File: config.mk
export PLATFORM = sky130hd
export DESIGN_NAME = key_press_conditioner
export DESIGN_NICKNAME = d
export VERILOG_FILES = /design/src/rtl/key_cond_pkg.sv /design/src/rtl/key_debounce.sv /design/src/rtl/key_press_conditioner.sv
export SDC_FILE = /design/constraint.sdc
export NUM_CORES = 1
export LEC_CHECK = 0
export ABC_AREA = 0
export BUFFER_PORTS_ARGS = -buffer_cell sky130_fd_sc_hd__buf_2
export CORE_UTILIZATION = 25
export DETAILED_ROUTE_END_ITERATION = 8
export GPL_TIMING_DRIVEN = 0
export SLEW_MARGIN = 40
export SYNTH_ARGS = -nofsm -noshare
export SYNTH_HDL_FRONTEND = slang
export SYNTH_HIERARCHICAL = 1
export SYNTH_SLANG_ARGS = --single-unit
export TNS_END_PERCENT = 30
File: constraint.sdc
create_clock -name clock -period 3.2 [get_ports clock]
set_clock_uncertainty 0.05 [all_clocks]
set_input_delay 0.16 -clock clock [delete_from_list [all_inputs] [get_ports clock]]
set_output_delay 0.16 -clock clock [all_outputs]
set_load 0.05 [all_outputs]
File: src/rtl/key_cond_pkg.sv
// Shared types and constants for the pushbutton conditioner.
// Bit positions match the game engine's KeyLeft/KeyUp/KeyDown/KeyRight inputs.
package key_cond_pkg;

  typedef enum logic [1:0] {
    IDLE   = 2'd0,
    DELAY  = 2'd1,
    REPEAT = 2'd2
  } key_state_t;

  localparam int KEY_LEFT  = 0;
  localparam int KEY_UP    = 1;
  localparam int KEY_DOWN  = 2;
  localparam int KEY_RIGHT = 3;

endpackage

File: src/rtl/key_debounce.sv
// One key: 2-flop synchroniser on the raw active-low button, then a
// stability counter that only lets a level change through after it holds.
module key_debounce #(
  parameter int DEBOUNCE_CYCLES = 1000000
) (
  input  logic clk,
  input  logic srst,
  input  logic key_raw_n,
  output logic level
);

  localparam int CW = (DEBOUNCE_CYCLES > 1) ? $clog2(DEBOUNCE_CYCLES) : 1;
  localparam logic [CW-1:0] CNT_LAST = CW'(DEBOUNCE_CYCLES - 1);

  logic          sync1_q, sync1_d;
  logic          sync2_q, sync2_d;
  logic          level_q, level_d;
  logic [CW-1:0] cnt_q, cnt_d;
  logic          pressed;

  assign pressed = ~sync2_q;

  always_comb begin
    sync1_d = key_raw_n;
    sync2_d = sync1_q;
    level_d = level_q;
    cnt_d   = '0;
    if (pressed != level_q) begin
      if (cnt_q == CNT_LAST) begin
        level_d = pressed;
      end else begin
        cnt_d = cnt_q + 1'b1;
      end
    end
  end

  // Synchroniser resets to the released (high) level.
  always_ff @(posedge clk) begin
    if (srst) begin
      sync1_q <= 1'b1;
      sync2_q <= 1'b1;
      level_q <= 1'b0;
      cnt_q   <= '0;
    end else begin
      sync1_q <= sync1_d;
      sync2_q <= sync2_d;
      level_q <= level_d;
      cnt_q   <= cnt_d;
    end
  end

  assign level = level_q;

endmodule

File: src/rtl/key_press_conditioner.sv
// Debounced pushbuttons to single-cycle press/auto-repeat events, with a
// lowest-index-first arbiter so at most one event is emitted per cycle.
module key_press_conditioner
  import key_cond_pkg::*;
#(
  parameter int NUM_KEYS            = 4,
  parameter int DEBOUNCE_CYCLES     = 1000000,
  parameter int REPEAT_DELAY_CYCLES = 25000000,
  parameter int REPEAT_RATE_CYCLES  = 10000000
) (
  input  logic                clock,
  input  logic                globalReset,
  input  logic [NUM_KEYS-1:0] keysRaw_n,
  input  logic                repeatEnable,
  output logic [NUM_KEYS-1:0] keyPulse,
  output logic [NUM_KEYS-1:0] keyHeld
);

  localparam int RMAX = (REPEAT_DELAY_CYCLES > REPEAT_RATE_CYCLES) ?
                        REPEAT_DELAY_CYCLES : REPEAT_RATE_CYCLES;
  localparam int RW   = (RMAX > 1) ? $clog2(RMAX) : 1;
  localparam logic [RW-1:0] DELAY_LAST = RW'(REPEAT_DELAY_CYCLES - 1);
  localparam logic [RW-1:0] RATE_LAST  = RW'(REPEAT_RATE_CYCLES - 1);

  logic [NUM_KEYS-1:0] deb_level;
  logic [NUM_KEYS-1:0] request;
  logic [NUM_KEYS-1:0] grant;
  logic [NUM_KEYS-1:0] pending_q, pending_d;
  logic [NUM_KEYS-1:0] pulse_q, pulse_d;
  logic [NUM_KEYS-1:0] held_pipe_q, held_pipe_d;
  logic [NUM_KEYS-1:0] held_q, held_d;

  for (genvar gi = 0; gi < NUM_KEYS; gi++) begin : g_key
    key_state_t    state_q, state_d;
    logic [RW-1:0] cnt_q, cnt_d;
    logic          req;

    key_debounce #(
      .DEBOUNCE_CYCLES(DEBOUNCE_CYCLES)
    ) u_debounce (
      .clk      (clock),
      .srst     (globalReset),
      .key_raw_n(keysRaw_n[gi]),
      .level    (deb_level[gi])
    );

    // Release wins over everything; IDLE only sees level=1 right after a rise.
    always_comb begin
      state_d = state_q;
      cnt_d   = cnt_q;
      req     = 1'b0;
      if (!deb_level[gi]) begin
        state_d = IDLE;
        cnt_d   = '0;
      end else begin
        unique case (state_q)
          IDLE: begin
            req     = 1'b1;
            state_d = DELAY;
            cnt_d   = '0;
          end
          DELAY: begin
            if (cnt_q == DELAY_LAST) begin
              if (repeatEnable) begin
                req     = 1'b1;
                state_d = REPEAT;
                cnt_d   = '0;
              end
            end else begin
              cnt_d = cnt_q + 1'b1;
            end
          end
          REPEAT: begin
            if (cnt_q == RATE_LAST) begin
              req   = repeatEnable;
              cnt_d = '0;
            end else begin
              cnt_d = cnt_q + 1'b1;
            end
          end
          default: state_d = IDLE;
        endcase
      end
    end

    always_ff @(posedge clock) begin
      if (globalReset) begin
        state_q <= IDLE;
        cnt_q   <= '0;
      end else begin
        state_q <= state_d;
        cnt_q   <= cnt_d;
      end
    end

    assign request[gi] = req;
  end

  // Lowest set bit of pending wins; a request landing on a set bit merges.
  always_comb begin
    grant       = pending_q & (~pending_q + 1'b1);
    pending_d   = (pending_q & ~grant) | request;
    pulse_d     = grant;
    held_pipe_d = deb_level;
    held_d      = held_pipe_q;
  end

  always_ff @(posedge clock) begin
    if (globalReset) begin
      pending_q   <= '0;
      pulse_q     <= '0;
      held_pipe_q <= '0;
      held_q      <= '0;
    end else begin
      pending_q   <= pending_d;
      pulse_q     <= pulse_d;
      held_pipe_q <= held_pipe_d;
      held_q      <= held_d;
    end
  end

  assign keyPulse = pulse_q;
  assign keyHeld  = held_q;

endmodule
==> metrics.txt, run 1 <==
Reg-to-Reg Start g_key[2].cnt_q[0]$_SDFFE_PP0P_; Post-CTS Resized 0; gr usage total a little over a tenth; Largest register FFs 100; largest net degree at the start of global routing 22; Buf/Inv on CP 2; Clock Latency Late Sink ~530 ps; largest registers g_key.cnt_q x100, g_key.u_debounce/cnt_q x80, g_key.state_q x8; multi-input gate area in the final layout between 0.006 and 0.007 sq mm; Clock Path Buffers 3; detailed placement HPWL between 15000 and 20000 um; first-pass GRT wire length 41100 um; Crit Path Class register to register; pwr/cell area between 400 and 500 mW/mm^2; H-tree depth 1; Setup TNS Final 0 ps; final core occ between 20 and 30%; Yosys reg bits between 200 and 250; die height 211 um; Antenna Nets Post-Route 0; number of placement rows 76; Num CTS Buffers 26; Worst-path clk slew 50 ps; HP Class input pin to register; delay of the slowest critical-path stage about 400 ps; Layout Nets approximately 1300; fmax slightly below 400 MHz; commonest cells after routing, fill and taps aside dfxtp_1 (216), nor2_1 (181), nand2_1 (102); gate count after technology mapping 1258; Unique masters post-synth 73; die area 0.0445 sq mm; GP Congestion between 0.8 and 0.9; Arr. time, crit path approximately 3000 ps; MaxCap Viol Count 0; final worst setup slack roughly 600 ps; actual slew at the worst max-slew pin approximately 730 ps; Top reg by flops g_key.cnt_q; final period utilization 81.2%; Via density ~4.7; crit path max fanout 10; final wirelength 23400 um; outcome complete, no violations; Min Clock Period, post-route about 2600 ps; Layout area overhead 15.7%; largest vdd supply drop 0.405 mV; fillers 4527; Crit path max-delay family simple AND/OR/NAND/NOR gates; ANT cells 0; mean routed wirelength per cell 12.3 um; syn_nets 1294; GR Overflow Total 0; IO Pins 15; Setup crit end kind register; Startpoint Class register; core area ~0.043 sq mm; WP data required 3580 ps; ys flop type dfxtp_1; final setup fails 0; 1st-iter DRT viols between 400 and 500; number of remaining DRC errors 0; crit path cell chain ha_1 -> and4_1 -> and4_1 -> clkbuf_1 -> a31oi_4 -> nor2_2 -> buf_2 -> o2bb2a_1 -> o41ai_1; Register Area between 0.004 and 0.005 sq mm; Netlist Area Pre-Place approximately 0.011 sq mm; Setup crit start g_key[2].cnt_q[0]$_SDFFE_PP0P_; RSZ-0062 raised after global routing false; Synth async-reset ratio 0%; first drt pass iteration count 5; Initial Util 25.3%; most common cell after layout, fill and taps aside dfxtp_1; hold_sp globalReset; Post-synth EDFFs 0; Final Hold Fails 0; Worst path slowest cell dfxtp_1; placed cell area between 0.01 and 0.015 sq mm; Critical Path Most Common Cell and4_1; synth warn 6; Placement Setup Slack about 640 ps; layout cells sized above 1 approximately a tenth; Root Driver clkbuf_16; CTS sink cnt between 200 and 250; Max-slew headroom between 50% and 60%; Seq/Total Area, Yosys 39.6%; overall power around 5700 uW; antenna violations before repair 0; Leak between 0.003 and 0.004 uW; vias in the first global route slightly below 9000; Final Cell Area between 0.01 and 0.015 sq mm; Port Buffers 14; pins over their slew limit 0; routed via count between 8000 and 9000; Die W between 200 and 250 um; Mean Syn Cell Area around 8.7 sq um; CTS tree done
metrics by stage:
| step | instances | hold slack [ps] |
|---|---|---|
| after floorplan | 1258 | 187 |
| after global routing | 1908 | 124 |
| after CTS | 1908 | 90.8 |
| after global placement | 1857 | 307 |
| after detailed placement | 1857 | 305 |
| final | 1908 | 96.1 |
synthesized netlist by cell type (7+ instances only):
library cell | number | share of area (%)
a21o_1 | 11 | 0.76
a21oi_1 | 35 | 1.6
and3_1 | 34 | 1.9
and4_1 | 28 | 2.2
buf_2 | 19 | 0.87
buf_6 | 7 | 0.72
clkbuf_1 | 11 | 0.38
dfxtp_1 | 216 | 40
ha_1 | 29 | 3.3
inv_1 | 38 | 1.3
nand2_1 | 102 | 3.5
nand2b_1 | 11 | 0.63
nand3_1 | 78 | 3.6
nand4_1 | 56 | 3.2
nand4b_1 | 17 | 1.4
nor2_1 | 181 | 6.2
nor2b_1 | 8 | 0.46
nor3_1 | 45 | 2.1
nor3b_1 | 10 | 0.69
nor4_1 | 22 | 1.3
nor4b_1 | 15 | 1.2
o21ai_0 | 17 | 0.78
o2bb2a_1 | 13 | 1.2
o31ai_1 | 20 | 1.4
or2_2 | 11 | 0.63
or3_1 | 7 | 0.40
xnor2_1 | 66 | 5.3
xor2_1 | 60 | 4.8
report_power, final:
group	switching (uW)	total (uW)	leakage [uW]	internal, uW
clock network	1100	2920	0.000420	1820
logic	24.1	46.1	0.00175	22.1
registers	3.55	2700	0.00174	2700
metal layers:
| layer | share of wire, % | vias up | track usage (%) |
|---|---|---|---|
| li1 | - | 4595 | - |
| met1 | 49 | 4231 | 14.1 |
| met2 | 46 | 124 | 17.9 |
| met3 | 3.7 | 30 | 1.77 |
| met4 | 1.5 | 0 | 2.90 |
| met5 | 0 | - | 0 |
area by class of cell:
cell class / count / area share (%)
flip-flops and latches: 216 / 34.2
multi-input cells: 961 / 48.7
well taps: 585 / 5.80
repair buffers: 18 / 0.872
clock buffers: 42 / 6.19
plain buffers: 42 / 2.40
clock inverters: 5 / 0.595
inverters: 39 / 1.16
worst paths after layout:
kind | depth (start not counted) | to | slack, ps
setup / recovery | 9 | g_key[2].cnt_q[22]$_SDFFE_PP0P_ | 600
hold / removal | 2 | g_key[1].u_debounce/level$_SDFFE_PP0P_ | 100
setup reg to reg | 9 | g_key[2].cnt_q[22]$_SDFFE_PP0P_ | 600
hold reg to reg | 1 | g_key[2].u_debounce/sync2_q$_SDFF_PP1_ | 350
kinds of logic (layout without fill, tap and decap cells):
group / Yosys count / in the layout / share of synthesized area (%)
XOR/XNOR: 126 / 126 / 10.1
AND/OR/NAND/NOR: 660 / 660 / 32.8
multiplexers: 5 / 5 / 0.459
buffers and inverters: 81 / 146 / 4.12
AO/OA/AOI/OAI: 141 / 141 / 9.57
adder cells (fa/ha/maj): 29 / 29 / 3.32
flip-flops: 216 / 216 / 39.6
timing repair:
action | 4_1_cts | 5_1_grt
hold endpoints to repair | 4 | 0
hold buffers | 4 | 0
setup buffers | 0 | 0
Note: power is estimated with default switching activity, not from simulation.
==> run 2, diff against run 1 <==
--- a/config.mk
+++ b/config.mk
@@ -5,7 +5,7 @@
 export SDC_FILE = /design/constraint.sdc
 export NUM_CORES = 1
 export LEC_CHECK = 0
-export ABC_AREA = 0
+export ABC_AREA = 1
 export BUFFER_PORTS_ARGS = -buffer_cell sky130_fd_sc_hd__buf_2
 export CORE_UTILIZATION = 25
 export DETAILED_ROUTE_END_ITERATION = 8
==> constraint.sdc (replaced) <==
create_clock -name clock -period 2.75 [get_ports clock]
set_clock_uncertainty 0.05 [all_clocks]
set_input_delay 0.1375 -clock clock [delete_from_list [all_inputs] [get_ports clock]]
set_output_delay 0.1375 -clock clock [all_outputs]
set_load 0.05 [all_outputs]
==> metrics.txt, run 2 <==
leading area contributor after synthesis dfxtp_1 (unchanged); Synth area leaders dfxtp_1 (33%), nand2_1 (15%), nor2_1 (9.1%) (was dfxtp_1 (40%), nor2_1 (6.2%), xnor2_1 (5.3%)); Clock Path Buffers 3 (unchanged); H-tree depth 1 (unchanged); Arr. time, crit path 2590 ps (was 2980 ps); core area 0.0506 sq mm (was 0.0431 sq mm); crit path max fanout 10 (unchanged); Mean Syn Cell Area 6.51 sq um (was 8.68 sq um); Num CTS Buffers 27 (was 26); largest registers g_key.cnt_q x100, g_key.u_debounce/cnt_q x80, g_key.state_q x8 (unchanged); MaxCap Viol Count 0 (unchanged); top cell type's share of synthesized area 33.5% (was 39.6%); Initial Util 25.5% (was 25.3%); GR Overflow Total 0 (unchanged); Via density 4.34 (was 4.71); Root Driver clkbuf_16 (unchanged); largest net degree at the start of global routing 14 (was 22); Yosys reg bits 216 (unchanged); total setup buffers inserted after CTS 0 (unchanged); Setup crit end kind register (unchanged); fillers 5569 (was 4527); largest vdd supply drop 0.376 mV (was 0.405 mV); 1st-iter DRT viols 779 (was 440); Top reg by flops g_key.cnt_q (unchanged); most common cell after layout, fill and taps aside nand2_1 (was dfxtp_1); gate count after technology mapping 1986 (was 1258); Worst R2R Path Depth 12 (was 9); Clock Latency Late Sink 560 ps (was 530 ps); Startpoint Class register (unchanged); number of placement rows 82 (was 76); Layout area overhead 14.8% (was 15.7%); antenna violations before repair 0 (unchanged); layout cells sized above 1 12.6% (was 9.45%); ANT cells 0 (unchanged); Netlist Area Pre-Place 0.0129 sq mm (was 0.0109 sq mm); commonest cells in the netlist nand2_1 (523), nor2_1 (314), inv_1 (237) (was dfxtp_1 (216), nor2_1 (181), nand2_1 (102)); CTS Hold Bufs 5 (was 4); WP data required 3130 ps (was 3580 ps); fmax 451 MHz (was 385 MHz); Antenna Nets Post-Route 0 (unchanged); Max-slew headroom 63.0% (was 51.0%); overall power 6960 uW (was 5670 uW); Layout Nets 2070 (was 1340); Largest register FFs 100 (unchanged); first-pass GRT wire length 53000 um (was 41100 um); Unique masters post-synth 50 (was 73); Setup TNS Final 0 ps (unchanged); gr usage total 11.7% (was 10.7%); CTS sink cnt 216 (unchanged); outcome complete, no violations (unchanged); final setup fails 0 (unchanged); Die W 229 um (was 211 um); syn_nets 2022 (was 1294); Post-synth EDFFs 0 (unchanged); Post-CTS Resized 0 (unchanged); Min Clock Period, post-route 2220 ps (was 2600 ps); commonest cells after routing, fill and taps aside nand2_1 (523), nor2_1 (314), inv_1 (237) (was dfxtp_1 (216), nor2_1 (181), nand2_1 (102)); Crit Path Class register to register (unchanged); Seq/Total Area, Yosys 33.5% (was 39.6%); GP Congestion 0.907 (was 0.825); Port Buffers 14 (unchanged); Synth async-reset ratio 0% (unchanged); CTS tree done (unchanged); HP Class input pin to register (unchanged); number of remaining DRC errors 0 (unchanged); most frequent cell after synthesis nand2_1 (was dfxtp_1); final wirelength 30700 um (was 23400 um); Worst-path clk slew 60 ps (was 50 ps); IO Pins 15 (unchanged); actual slew at the worst max-slew pin 556 ps (was 728 ps); synth warn 6 (unchanged); routed via count 11800 (was 8980); die height 229 um (was 211 um); first drt pass iteration count 5 (unchanged); die area 0.0526 sq mm (was 0.0445 sq mm); ys flop type dfxtp_1 (unchanged); mean routed wirelength per cell 11.3 um (was 12.3 um); detailed placement HPWL 22500 um (was 16500 um); RSZ-0062 raised after global routing false (unchanged); Worst Hold Depth 4 (was 2); Final Hold Fails 0 (unchanged); pwr/cell area 469 mW/mm^2 (was 449 mW/mm^2); vias in the first global route 11100 (was 8664); final period utilization 80.6% (was 81.2%); Leak 0.00527 uW (was 0.00391 uW); pins over their slew limit 0 (unchanged)
run 2: cell count changes in the layout (fill, tap and decap cells not counted), sizes merged, moves of 47 or more:
cell   delta
a21oi    +47
nor2    +221
nand3    +72
nand2   +446
xnor2    -54
inv     +217
run 2: per-layer routing:
metal	track usage, %	up-vias	wire length (um)
li1	-	6365	-
met1	16.4	5221	15500
met2	18.7	213	13300
met3	1.58	43	1270
met4	3.08	0	644
met5	0	-	0
run 2: logic make-up (layout without fill, tap and decap cells):
logic type	Yosys count	count (layout)	synth area share (%)
adder cells (fa/ha/maj)	29	29	2.81
AND/OR/NAND/NOR	1247	1247	44.3
flip-flops	216	216	33.5
AO/OA/AOI/OAI	162	162	6.80
XOR/XNOR	41	41	2.78
buffers and inverters	291	359	9.84
run 2: final timing paths:
kind / to / slack [ps] / from
max: g_key[2].cnt_q[14]$_SDFFE_PP0P_ / 530 / g_key[2].cnt_q[0]$_SDFFE_PP0P_
min: g_key[1].u_debounce/level$_SDFFE_PP0P_ / 30 / globalReset
max reg2reg: g_key[2].cnt_q[14]$_SDFFE_PP0P_ / 530 / g_key[2].cnt_q[0]$_SDFFE_PP0P_
min reg2reg: g_key[1].u_debounce/sync2_q$_SDFF_PP1_ / 350 / g_key[1].u_debounce/sync1_q$_SDFF_PP1_
run 2: cell type report:
cell class	count	area [sq um]	area share [%]
Tap cell	672	841	5.67
Multi-Input combinational cell	1479	7320	49.4
Buffer	33	297	2.00
Clock buffer	31	721	4.86
Timing Repair Buffer	19	120	0.810
Clock inverter	18	230	1.55
Sequential cell	216	4320	29.2
Inverter	258	975	6.57
run 2: power breakdown:
| part | switching, uW | leakage (uW) | internal [uW] |
|---|---|---|---|
| clock network | 1420 | 0.000467 | 2340 |
| logic | 35.1 | 0.00306 | 21.3 |
| registers | 3.82 | 0.00174 | 3140 |
| total | 1450 | 0.00527 | 5500 |
run 2: worst max-delay path, stage by stage (launching register included):
cell	delay, ps
dfxtp_1	430
ha_1	220
nand3_1	150
inv_2	150
nand2_1	80
nor2_2	150
nand2_2	80
nand2_4	100
nand2_4	130
nand2_1	180
nand2_1	130
nand2_2	190
nor2_1	70
run 2: metrics by stage:
step	cells	cell area, sq um	hold WS [ps]	worst slack (ps)	util [%]
after floorplan	1986	12900	191	1010	-
after global placement	2672	13800	298	316	27.3
after detailed placement	2672	13800	300	336	27.3
after CTS	2726	14800	11.4	514	29.3
after global routing	2726	14800	64.2	313	29.3
final	2726	14800	28.5	533	29.3
==> run 3, diff against run 2 <==
==> constraint.sdc (replaced) <==
create_clock -name clock -period 2.1 [get_ports clock]
set_clock_uncertainty 0.05 [all_clocks]
set_input_delay 0.105 -clock clock [delete_from_list [all_inputs] [get_ports clock]]
set_output_delay 0.105 -clock clock [all_outputs]
set_load 0.05 [all_outputs]
==> metrics.txt, run 3 (synthesis results as in run 2) <==
Initial Util 25.5% (unchanged); detailed placement HPWL 22500 um (unchanged); Startpoint Class register (unchanged); final period utilization 94.0% (was 80.6%); die height 229 um (unchanged); largest net degree at the start of global routing 14 (unchanged); Crit Path Class register to register (unchanged); number of placement rows 82 (unchanged); ANT cells 0 (unchanged); gr usage total 11.9% (was 11.7%); CTS tree done (unchanged); core area 0.0506 sq mm (unchanged); pins over their slew limit 0 (unchanged); largest registers g_key.cnt_q x100, g_key.u_debounce/cnt_q x80, g_key.state_q x8 (unchanged); crit path max fanout 10 (unchanged); antenna violations before repair 0 (unchanged); GR Overflow Total 0 (unchanged); MaxCap Viol Count 0 (unchanged); Min Clock Period, post-route 1970 ps (was 2220 ps); fin cells 2733 (was 2726); routed via count 11900 (was 11800); Die W 229 um (unchanged); Root Driver clkbuf_16 (unchanged); Arr. time, crit path 2360 ps (was 2590 ps); Max-slew headroom 63.7% (was 63.0%); actual slew at the worst max-slew pin 544 ps (was 556 ps); HP Class input pin to register (unchanged); vias in the first global route 11100 (about the same); pwr/cell area 608 mW/mm^2 (was 469 mW/mm^2); mean routed wirelength per cell 11.4 um (was 11.3 um); first-pass GRT wire length 53500 um (was 53000 um); fillers 5555 (was 5569); Clock Latency Late Sink 550 ps (was 560 ps); Worst R2R Path Depth 13 (was 12); commonest cells after routing, fill and taps aside nand2_1 (519), nor2_1 (312), inv_1 (237) (was nand2_1 (523), nor2_1 (314), inv_1 (237)); first drt pass iteration count 7 (was 5); final setup fails 0 (unchanged); Inst Count DP 2672 (unchanged); number of remaining DRC errors 0 (unchanged); Leak 0.00536 uW (was 0.00527 uW); fmax 507 MHz (was 451 MHz); IO Pins 15 (unchanged); Layout area overhead 16.1% (was 14.8%); final core occ 29.7% (was 29.3%); final wirelength 31300 um (was 30700 um); Largest register FFs 100 (unchanged); layout cells sized above 1 13.3% (was 12.6%); largest vdd supply drop 0.492 mV (was 0.376 mV); H-tree depth 1 (unchanged); Setup crit end kind register (unchanged); Top reg by flops g_key.cnt_q (unchanged); Worst Hold Depth 3 (was 4); WP data required 2480 ps (was 3130 ps); GP Congestion 0.907 (unchanged); 1st-iter DRT viols 816 (was 779); Layout Nets 2077 (was 2070); Antenna Nets Post-Route 0 (unchanged); outcome complete, no violations (unchanged); Num CTS Buffers 27 (unchanged); Final Hold Fails 0 (unchanged); Worst-path clk slew 60 ps (about the same); most common cell after layout, fill and taps aside nand2_1 (unchanged); Clock Path Buffers 3 (unchanged); Via density 4.36 (was 4.34); Port Buffers 14 (unchanged); die area 0.0526 sq mm (unchanged); CTS sink cnt 216 (unchanged)
==> run 3: timing repair <==
item,in CTS,in global routing
setup endpoints to repair,12,91
endpoints found under the hold margin,9,0
hold buffers,12,0
gates resized for setup,3,27
pin swaps,0,1
buffers inserted,0,1
gates cloned,0,0
==> run 3: layout make-up <==
type,instances,area (sq um),area share (%)
timing repair buffer,27,198,1.32
clock buffer,31,721,4.80
inverter,258,975,6.50
clock inverter,18,230,1.53
multi-input combinational,1479,7410,49.4
tap,672,841,5.60
buffer,32,304,2.03
sequential,216,4330,28.8
==> run 3: stage by stage <==
stage	TNS [ps]	area, sq um	total power [uW]	hold slack (ps)	setup WS (ps)
6_report	0	15000	9130	250	126
3_3_place_gp	-6910	13800	4270	266	-302
2_1_floorplan	0	12900	4240	159	358
4_1_cts	0	14900	9310	238	24.8
5_1_grt	-267	15000	9480	256	-30.5
3_5_place_dp	-5720	13800	4270	267	-281
==> run 3: metal layers <==
| metal | global-route usage (%) | wire [um] |
|---|---|---|
| met5 | 0 | 0 |
| met4 | 3.02 | 677 |
| met3 | 1.58 | 1330 |
| met2 | 18.9 | 13600 |
| met1 | 16.7 | 15700 |
==> run 3: where the power goes <==
group          switching (uW)  internal [uW]
sequential               4.99           4110
clock                    1860           3070
combinational            51.7           36.6
==> run 3: final timing paths <==
kind | from | end | slack (ps)
worst max-delay path | g_key[3].cnt_q[1]$_SDFFE_PP0P_ | g_key[3].cnt_q[16]$_SDFFE_PP0P_ | 130
worst min-delay path | keysRaw_n[2] | g_key[2].u_debounce/sync1_q$_SDFF_PP1_ | 250
worst max register to register | g_key[3].cnt_q[1]$_SDFFE_PP0P_ | g_key[3].cnt_q[16]$_SDFFE_PP0P_ | 130
worst min register to register | g_key[1].u_debounce/sync1_q$_SDFF_PP1_ | g_key[1].u_debounce/sync2_q$_SDFF_PP1_ | 340
==> run 3: worst max-delay path: stages (launching register included) <==
cell,delay [ps]
dfxtp_1,360
ha_1,180
nand2_1,120
inv_2,90
nand2_1,100
nor3_4,260
nand2_1,120
nand2_2,100
nand2_4,110
buf_6,170
nand2_1,60
nand3_1,60
nand2_1,60
inv_1,40
